## src/rtl/bit_serial_alu_pkg.sv

```systemverilog
// alu_pkg: shared cntrl encodings and serial engine state type for the ALU family
package alu_pkg;
    localparam logic [2:0] ALU_PASS_B = 3'b000;
    localparam logic [2:0] ALU_RSVD   = 3'b001;
    localparam logic [2:0] ALU_ADD    = 3'b010;
    localparam logic [2:0] ALU_SUB    = 3'b011;
    localparam logic [2:0] ALU_AND    = 3'b100;
    localparam logic [2:0] ALU_OR     = 3'b101;
    localparam logic [2:0] ALU_XOR    = 3'b110;
    typedef enum logic [1:0] {IDLE, RUN, DONE} serial_state_t;
    function automatic logic is_arith(input logic [2:0] op);
        return op == ALU_ADD || op == ALU_SUB;
    endfunction
endpackage

```

## src/rtl/bit_serial_alu_if.sv

```systemverilog
// bit_serial_alu_if: request/response bundle between a requester and the serial ALU
interface bit_serial_alu_if #(parameter int WIDTH = 64);
    logic             in_valid;
    logic             in_ready;
    logic [2:0]       cntrl;
    logic [WIDTH-1:0] A;
    logic [WIDTH-1:0] B;
    logic             out_valid;
    logic [WIDTH-1:0] result;
    logic             negative;
    logic             zero;
    logic             overflow;
    logic             carry_out;
    modport master (output in_valid, cntrl, A, B,
                    input in_ready, out_valid, result, negative, zero, overflow, carry_out);
    modport slave (input in_valid, cntrl, A, B,
                   output in_ready, out_valid, result, negative, zero, overflow, carry_out);
endinterface

```

## src/rtl/bit_serial_alu_slice.sv

```systemverilog
// serial_alu_slice: one-bit ALU datapath (b-invert, full adder, logic ops, select by cntrl)
module serial_alu_slice
    import alu_pkg::*;
(
    input  logic       a,
    input  logic       b,
    input  logic       cin,
    input  logic [2:0] op,
    output logic       y,
    output logic       cout
);
    logic bx, sum;
    always_comb begin
        bx   = (op == ALU_SUB) ? ~b : b;
        sum  = a ^ bx ^ cin;
        cout = (a & bx) | (cin & (a ^ bx));
        y    = (op == ALU_PASS_B) ? b :
               is_arith(op)       ? sum :
               (op == ALU_AND)    ? a & b :
               (op == ALU_OR)     ? a | b :
               (op == ALU_XOR)    ? a ^ b : 1'b0;
    end
endmodule

```

## src/rtl/bit_serial_alu.sv

```systemverilog
// bit_serial_alu: multi-cycle LSB-first serial ALU with NZVC flags.
// BIT_SERIAL_ALU_LOGIC_BYPASS_EN: non-arithmetic ops complete in parallel at accept.
module bit_serial_alu
    import alu_pkg::*;
#(
    parameter int WIDTH = 64
) (
    input logic               clk,
    input logic               reset_n,
    bit_serial_alu_if.slave   bus
);
    localparam int CW = (WIDTH > 1) ? $clog2(WIDTH) : 1;
    serial_state_t    state_q, state_d;
    logic [CW-1:0]    cnt_q, cnt_d;
    logic [WIDTH-1:0] a_sh_q, a_sh_d, b_sh_q, b_sh_d, res_sh_q, res_sh_d, result_q, result_d;
    logic [2:0]       op_q, op_d;
    logic             carry_q, carry_d, neg_q, neg_d, zero_q, zero_d, ov_q, ov_d, co_q, co_d;
    logic             y, cout, fin;
    serial_alu_slice u_slice (
        .a(a_sh_q[0]), .b(b_sh_q[0]), .cin(carry_q), .op(op_q), .y(y), .cout(cout)
    );
    always_comb begin
        state_d  = state_q;
        cnt_d    = cnt_q;
        a_sh_d   = a_sh_q;
        b_sh_d   = b_sh_q;
        res_sh_d = res_sh_q;
        op_d     = op_q;
        carry_d  = carry_q;
        result_d = result_q;
        ov_d     = ov_q;
        co_d     = co_q;
        fin      = 1'b0;
        case (state_q)
            IDLE: if (bus.in_valid) begin
                a_sh_d  = bus.A;
                b_sh_d  = bus.B;
                op_d    = bus.cntrl;
                cnt_d   = '0;
                carry_d = bus.cntrl == ALU_SUB;
                state_d = RUN;
`ifdef BIT_SERIAL_ALU_LOGIC_BYPASS_EN
                if (!is_arith(bus.cntrl)) begin
                    result_d = (bus.cntrl == ALU_PASS_B) ? bus.B :
                               (bus.cntrl == ALU_AND)    ? bus.A & bus.B :
                               (bus.cntrl == ALU_OR)     ? bus.A | bus.B :
                               (bus.cntrl == ALU_XOR)    ? bus.A ^ bus.B : '0;
                    ov_d     = 1'b0;
                    co_d     = 1'b0;
                    fin      = 1'b1;
                    state_d  = DONE;
                end
`endif
            end
            RUN: begin
                a_sh_d   = a_sh_q >> 1;
                b_sh_d   = b_sh_q >> 1;
                res_sh_d = {y, res_sh_q[WIDTH-1:1]};
                carry_d  = cout;
                cnt_d    = cnt_q + CW'(1);
                // carry_q here is the carry into the MSB, so V = cin_msb ^ cout
                if (cnt_q == CW'(WIDTH - 1)) begin
                    result_d = res_sh_d;
                    co_d     = is_arith(op_q) & cout;
                    ov_d     = is_arith(op_q) & (carry_q ^ cout);
                    fin      = 1'b1;
                    state_d  = DONE;
                end
            end
            default: state_d = IDLE;
        endcase
        neg_d  = fin ? result_d[WIDTH-1] : neg_q;
        zero_d = fin ? (result_d == '0) : zero_q;
    end
    always_ff @(posedge clk or negedge reset_n) begin
        if (!reset_n) begin
            state_q  <= IDLE;
            cnt_q    <= '0;
            a_sh_q   <= '0;
            b_sh_q   <= '0;
            res_sh_q <= '0;
            op_q     <= '0;
            carry_q  <= 1'b0;
            result_q <= '0;
            neg_q    <= 1'b0;
            zero_q   <= 1'b0;
            ov_q     <= 1'b0;
            co_q     <= 1'b0;
        end else begin
            state_q  <= state_d;
            cnt_q    <= cnt_d;
            a_sh_q   <= a_sh_d;
            b_sh_q   <= b_sh_d;
            res_sh_q <= res_sh_d;
            op_q     <= op_d;
            carry_q  <= carry_d;
            result_q <= result_d;
            neg_q    <= neg_d;
            zero_q   <= zero_d;
            ov_q     <= ov_d;
            co_q     <= co_d;
        end
    end
    assign bus.in_ready  = state_q == IDLE;
    assign bus.out_valid = state_q == DONE;
    assign bus.result    = result_q;
    assign bus.negative  = neg_q;
    assign bus.zero      = zero_q;
    assign bus.overflow  = ov_q;
    assign bus.carry_out = co_q;
endmodule

```

## src/flat_wrapper.sv

```systemverilog
// flat-port wrapper written by rule: the top's interface ports become plain ports
module bit_serial_alu_flat import alu_pkg::*;
#(
    parameter int WIDTH = 64
)
  (clk, reset_n, bus_in_valid, bus_cntrl, bus_A, bus_B, bus_in_ready, bus_out_valid, bus_result, bus_negative, bus_zero, bus_overflow, bus_carry_out);
  bit_serial_alu_if #(.WIDTH(WIDTH)) bus_i ();
  input logic clk;
  input logic reset_n;
  input wire logic [$bits(bus_i.in_valid)-1:0] bus_in_valid;
  input wire logic [$bits(bus_i.cntrl)-1:0] bus_cntrl;
  input wire logic [$bits(bus_i.A)-1:0] bus_A;
  input wire logic [$bits(bus_i.B)-1:0] bus_B;
  output wire logic [$bits(bus_i.in_ready)-1:0] bus_in_ready;
  output wire logic [$bits(bus_i.out_valid)-1:0] bus_out_valid;
  output wire logic [$bits(bus_i.result)-1:0] bus_result;
  output wire logic [$bits(bus_i.negative)-1:0] bus_negative;
  output wire logic [$bits(bus_i.zero)-1:0] bus_zero;
  output wire logic [$bits(bus_i.overflow)-1:0] bus_overflow;
  output wire logic [$bits(bus_i.carry_out)-1:0] bus_carry_out;
  assign bus_i.in_valid = bus_in_valid;
  assign bus_i.cntrl = bus_cntrl;
  assign bus_i.A = bus_A;
  assign bus_i.B = bus_B;
  assign bus_in_ready = bus_i.in_ready;
  assign bus_out_valid = bus_i.out_valid;
  assign bus_result = bus_i.result;
  assign bus_negative = bus_i.negative;
  assign bus_zero = bus_i.zero;
  assign bus_overflow = bus_i.overflow;
  assign bus_carry_out = bus_i.carry_out;
  bit_serial_alu #(.WIDTH(WIDTH)) u_core (.clk(clk), .reset_n(reset_n), .bus(bus_i));
endmodule
```

## config.mk

```make
export PLATFORM = sky130hd
export DESIGN_NAME = bit_serial_alu_flat
export DESIGN_NICKNAME = d
export VERILOG_FILES = /design/src/rtl/bit_serial_alu_pkg.sv /design/src/rtl/bit_serial_alu_if.sv /design/src/rtl/bit_serial_alu_slice.sv /design/src/rtl/bit_serial_alu.sv /design/src/flat_wrapper.sv
export SDC_FILE = /design/constraint.sdc
export NUM_CORES = 1
export LEC_CHECK = 0
export BUFFER_PORTS_ARGS = -buffer_cell sky130_fd_sc_hd__buf_2
export CORE_ASPECT_RATIO = 2
export CORE_MARGIN = 5
export CORE_UTILIZATION = 60
export DETAILED_ROUTE_END_ITERATION = 12
export MAX_ROUTING_LAYER = met4
export PLACE_DENSITY = 0.86
export SYNTH_ARGS = -nofsm -noshare
export SYNTH_HDL_FRONTEND = slang
export SYNTH_HIERARCHICAL = 1
export SYNTH_SLANG_ARGS = --single-unit
```

## constraint.sdc

```tcl
create_clock -name clk -period 3.4 [get_ports clk]
set_input_delay 0.34 -clock clk [delete_from_list [all_inputs] [get_ports clk]]
set_output_delay 0.34 -clock clk [all_outputs]
set_load 0.01 [all_outputs]
```

Yosys cells after proc, flatten, opt, wreduce, memory -nomap -nowiden

Cells that the tools add are included.

Latch bits: 0
Memories kept: 0
Output and inout port bits: 70
Input bits: 134
Bits in writable memories: 0
Register bits: 272
Bits in read-only memories: 0
Word-level logic and storage cells: 66

Add/sub/neg operators: 1
Muxes and demuxes: 21
Reductions and logical operators: 9
Magnitude comparators: 0
Shift-type cells: 0
$mul: 0
Div/mod/pow operators: 0
Bitwise gates (word level): 12
Eq/ne operators: 11

Operator list:

| operator              | count |
|---|---|
| $mux W64              | 4 |
| $pmux W64 S2          | 2 |
| $logic_not A64 Y1     | 1 |
| $pmux W6 S2           | 1 |
| $eq A3 B2 Y1 const B  | 3 |
| $eq A3 B3 Y1 const B  | 3 |
| $mux W1               | 9 |
| $reduce_and A2 Y1     | 4 |
| $add A6 B1 Y6 const B | 1 |
| $eq A6 B6 Y1 const B  | 1 |
| $mux W6               | 1 |
| $and A1 B1 Y1         | 5 |
| $mux W2               | 2 |
| $pmux W2 S2           | 1 |
| $xor A1 B1 Y1         | 4 |
| $logic_not A3 Y1      | 1 |
| $eq A2 B1 Y1 const B  | 1 |
| $eq A2 B2 Y1 const B  | 1 |
| $logic_not A2 Y1      | 1 |
| $ne A2 B1 Y1 const B  | 1 |
| $ne A2 B2 Y1 const B  | 1 |
| $or A1 B1 Y1          | 2 |
| $pmux W1 S2           | 1 |
| $reduce_bool A2 Y1    | 1 |
| other kinds (2)       | 2 |

Depth between registers and ports, before layout

Depth in word-level cells: 9
Depth in mapped cells: 11
Gate-level depth less buffers: 11

By module

The synthesis kept the hierarchy.

Modules (own cells, without submodules):

| module           | area each (µm²) | sequential area each (µm²) | instances | cells each |
|---|---|---|---|---|
| bit_serial_alu   | 10739.0         | 6781.5                     | 1         | 1186 |
| serial_alu_slice | 127.6           | 0.0                        | 1         | 18 |

Least setup slack after synthesis

Ideal clock, no wire load.

Path kind: flip-flop to flip-flop
From: reg u_core.op_q[1]
To: reg u_core.zero_q (netlist: u_core/bus.zero)
Stages on the path, launching flop included: 12
Data arrival time: 2268 ps
Required time: 3324 ps
Setup time: 76 ps
Buffers on the path: 0
Path slack: 1055 ps
Cell sequence: dfrtp_1 -> nand2_1 -> nor2_1 -> xnor2_1 -> fa_1 -> inv_1 -> a221oi_1 -> a31oi_1 -> nor4_1 -> nand4_1 -> or4_1 -> o21ai_1

Longest elaborated chain between the ends: 9
Elaborated cells between the ends (all ways): 18

Ends and longest elaborated chain:

| element                                      | line                                                                             | RTL |
|---|---|---|
| from (decl)                                  | bit_serial_alu.sv:16                                                             | `logic [2:0] op_q, op_d;` |
| from (signal assigned)                       | bit_serial_alu.sv:95                                                             | `op_q <= op_d;` |
| $eq A3 B3 Y1 or $eq A3 B2 Y1 (tied branches) | bit_serial_alu_slice.sv:21, bit_serial_alu_pkg.sv:12, bit_serial_alu_slice.sv:14 |  |
| $mux W1 (on tied branches)                   | bit_serial_alu_slice.sv:21, bit_serial_alu_slice.sv:14                           |  |
| $mux W1 or $xor A1 B1 Y1 (tied branches)     | bit_serial_alu_slice.sv:20, bit_serial_alu_slice.sv:15                           |  |
| $mux W1 or $xor A1 B1 Y1 (tied branches)     | bit_serial_alu_slice.sv:19, bit_serial_alu_slice.sv:15                           |  |
| $mux W1                                      | bit_serial_alu_slice.sv:18                                                       | `is_arith(op) ? sum :` |
| $mux W1 *                                    | bit_serial_alu_slice.sv:17                                                       | `y = (op == ALU_PASS_B) ? b :` |
| named net u_core.y                           | bit_serial_alu.sv:18                                                             | `logic y, cout, fin;` |
| $mux W64 *                                   | bit_serial_alu.sv:62                                                             | `if (cnt_q == CW'(WIDTH - 1)) begin` |
| $mux W64 *                                   | bit_serial_alu.sv:34                                                             | `case (state_q)` |
| $logic_not A64 Y1 *                          | bit_serial_alu.sv:73                                                             | `zero_d = fin ? (result_d == '0) : zero_q;` |
| to (signal assigned)                         | bit_serial_alu.sv:99                                                             | `zero_q <= zero_d;` |
| to (decl)                                    | bit_serial_alu.sv:17                                                             | `logic carry_q, carry_d, neg_q, neg_d, zero_q, zero_d, ov_q, ov_d, co_q, co_d;` |

The timed path passes the listed nets; every way through them passes the cells marked *.
A chain may end at the register's enable or synchronous reset.

Worst setup path in the final report

Same ends and word-level chain as after synthesis.

==> metrics.txt <==
Ports=approximately 200; Crit Path Class=register to register; Final Skew=about 0.013 ns; FMAX=between 0.3 and 0.4 GHz; routed wire length=approximately 25000 µm; initial antenna violation count=4; vias in the first global route=9104; most area-hungry cell type in the Yosys netlist=dfrtp_1; top-area cell type share of the netlist area=a little over three fifths; asr flop ratio synth=100%; core area=roughly 18000 µm²; slew margin rel.=a little over a quarter; H-tree levels=1; post-synthesis compound-gate area fraction=under 10%; total number of vias=between 8000 and 9000; setup slack after layout=between 0.8 and 0.9 ns; RSZ-0062 raised after global routing=no; synthesized instance count=approximately 1200; required time at the worst-slack endpoint=roughly 3.8 ns; CP max FO=8; Least-Margin Pin Slew=approximately 1.1 ns; hold_sp=bus_B[63]; Die W=between 100 and 150 µm; RR Startpoint=u_core/op_q[1]$_DFFE_PN0P_; Seq/Total Area, Yosys=between 60% and 70%; Post-CTS Setup Repair Bufs=0; sequential share of power=51.4%; Setup-failing EPs final=0; fin nets=1512; hold endpoint=u_core/b_sh_q[63]$_DFFE_PN0P_; number of flops mapped to enable cells by yosys=0; Reg area=approximately 6800 µm²; P&R area growth vs syn=18.3%; mux contribution to synthesized area=0%; Rows=69; dpl hpwl=roughly 17000 µm; layout cell share with drive strength beyond 1=18.8%; Syn Area/Cell=9.03 µm²; Clock Root Buffer=clkbuf_16; Syn. warnings=6; Reg2Reg Setup Slack=0.83 ns; top_reg_cell synth=dfrtp_1; Tot GR Track Use=between 20% and 30%; first-pass GRT wire length=roughly 42000 µm; Buffers on Ports=between 200 and 250; Synth Area in Adders=0.530%; CTS buffer count=24; Mapped Nets=around 1300; Post-Synthesis Cell Area=10900 µm²; reg-to-reg endpoint=u_core/bus.zero$_DFFE_PN0P_; pin count of the biggest net entering global routing=~120; sw frac=a little over a quarter; worst reg2reg path depth=11; DRC errors left=0; Setup crit start kind=register; Area contributors post-synth=dfrtp_1 62%, nand2_1 14%, nor2_1 8.9%, o22ai_1 7.3%, clkbuf_1 1.2%; multi-input logic area=~3800 µm²; Leak=~6.7 nW; synthesis-stage register bit count=approximately 270; status=completed; main combinational cell family by area after synthesis=simple AND/OR/NAND/NOR gates; final worst path period need=approximately 2.6 ns; Die Area=about 21000 µm²; routability cong.=0.807; VDD IR-drop max=0.505 mV; DP Worst Slack=between 0.8 and 0.9 ns; period utilization=75.7%; crit path DAT=approximately 3.0 ns; Via-to-Cell Ratio=5.57; Clk Latency, worst-skew pair=about 0.5 ns; clock power share=33.3%; switching pwr=roughly 2.3 mW; Iter 0 DRT Violations=approximately 350; Die Ht=~200 µm; antenna violation net count after detailed routing=0; clk sinks=~270; Slew Viols, Final=0; gr ovfl total=0; max-cap check violation count=0; WL/cell=around 16 µm; hold path depth=3; first drt pass iteration count=4; Post-Synth XOR/XNOR Area=less than 1%; CTS clock-pin slew for the worst setup and hold paths=roughly 0.070 ns; Clock Path Buffers=3; Filler Cell Count=approximately 1300; CP Capture Type=register; internal power=6.13 mW; Comb pwr share=between 10% and 20%; most frequent cells after synthesis=408 x nand2_1, 271 x dfrtp_1, 258 x nor2_1; most frequent cell after synthesis=nand2_1; Post-Synth Simple-Gate Area=between 20% and 30%; setup TNS=0 ns; Initial Utilization=about three fifths; CTS tree=yes; library cells used by synthesis=35; Pwr Density=652 nW/µm²; Fin. Hold Viols=0; worst hold path type=input pin to register
[power by group through the flow]
stage               Combinational (mW)  Sequential (mW)  Clock (mW)
global route                      1.48             4.39        2.98
CTS                               1.30             4.30        2.85
finish                            1.29             4.31        2.79
floorplan                        0.957             4.23           0
global placement                  1.23             4.32           0
detailed placement                1.30             4.36           0
[cells in the final DEF, fill, tap and decap left out, drive strengths merged]
cell type	Yosys	routed
buf	38	216
nand2	408	408
inv	6	6
or4	1	1
nand2b	2	2
clkinv	0	5
and2	1	1
dlygate4sd3	0	1
xor2	2	2
o21ai	10	10
fa	1	1
nand4b	3	3
dfrtp	271	271
a22o	1	1
nand4	7	7
nand3	2	2
a31oi	2	2
o21ba	1	1
o22ai	126	126
xnor2	1	1
or2b	1	1
nor2b	2	2
nor2	258	258
ha	3	3
a21o	1	1
bufinv	0	3
clkinvlp	0	1
clkbuf	35	34
diode	0	4
and3	3	3
a221oi	1	1
nand3b	1	1
nor4	16	16
[timing repair]
| action | 4_1_cts | 5_1_grt |
|---|---|---|
| hold buffers | 1 | 0 |
| hold endpoints to repair | 111 | 0 |
| gates resized for setup | 0 | 0 |
| endpoints found under the setup margin | 0 | 0 |
[logic make-up after synthesis]
family | Yosys count
xor+xnor | 3
buf+inv | 79
flops | 271
fa+ha+maj | 4
compound gates | 142
simple gates | 705
[worst max path at each step]
stage	endpoint	start	cells after the start	slack (ns)
after detailed placement	u_core/bus.zero$_DFFE_PN0P_	u_core/op_q[1]$_DFFE_PN0P_	11	0.85
final	u_core/bus.zero$_DFFE_PN0P_	u_core/op_q[1]$_DFFE_PN0P_	11	0.83
after CTS	u_core/bus.zero$_DFFE_PN0P_	u_core/op_q[1]$_DFFE_PN0P_	11	0.84
after global placement	u_core/bus.zero$_DFFE_PN0P_	u_core/op_q[1]$_DFFE_PN0P_	11	0.94
after global routing	u_core/bus.zero$_DFFE_PN0P_	u_core/op_q[1]$_DFFE_PN0P_	11	0.68
after floorplan	u_core/bus.zero$_DFFE_PN0P_	u_core/op_q[1]$_DFFE_PN0P_	11	1.06
[metal layers]
metal | vias up | track usage [%] | part of all wire (%)
met3 | 66 | 3.83 | 5.5
met2 | 263 | 41.0 | 53
met5 | - | - | 0
li1 | 4272 | - | -
met1 | 4354 | 29.5 | 38
met4 | 0 | 9.97 | 3.6
[state kept, by name, summed over array words and instances (netlist names)]
name	count
u_core/bus.overflow	1
u_core/state_q	2
u_core/bus.carry_out	1
u_core/bus.zero	1
u_core/bus.result	64
u_core/res_sh_q	63
u_core/carry_q	1
u_core/cnt_q	6
u_core/op_q	3
u_core/bus.negative	1
u_core/b_sh_q	64
u_core/a_sh_q	64
[cell type report]
type | count | share of cell area, %
Timing Repair Buffer | 217 | 9.21
Clock inverter | 9 | 0.954
Inverter | 6 | 0.175
Antenna cell | 4 | 0.0779
Sequential cell | 271 | 52.8
Multi-Input combinational cell | 854 | 29.4
Tap cell | 213 | 2.07
Clock buffer | 34 | 5.36
[critical path: stages, from the launching register on]
cell	delay (ns)
dfrtp_1	0.47
nand2_1	0.08
nor2_1	0.13
xnor2_1	0.10
fa_1	0.48
inv_1	0.04
a221oi_1	0.25
a31oi_1	0.12
nor4_1	0.19
nand4_1	0.10
or4_1	0.40
o21ai_1	0.14
[stage by stage]
stage               std cells  utilization, %  area [µm²]  hold WS (ns)  power, mW
CTS                      1604            72.2       12800        0.0219       8.46
detailed placement       1560            67.6       12000         0.455       5.65
floorplan                1204               -       10900        0.0444       5.18
global placement         1560            67.6       12000         0.447       5.55
finish                   1608            72.3       12900        0.0380       8.39
global route             1608            72.3       12900        0.0344       8.84
No activity file was read; power rests on OpenSTA's default activity.
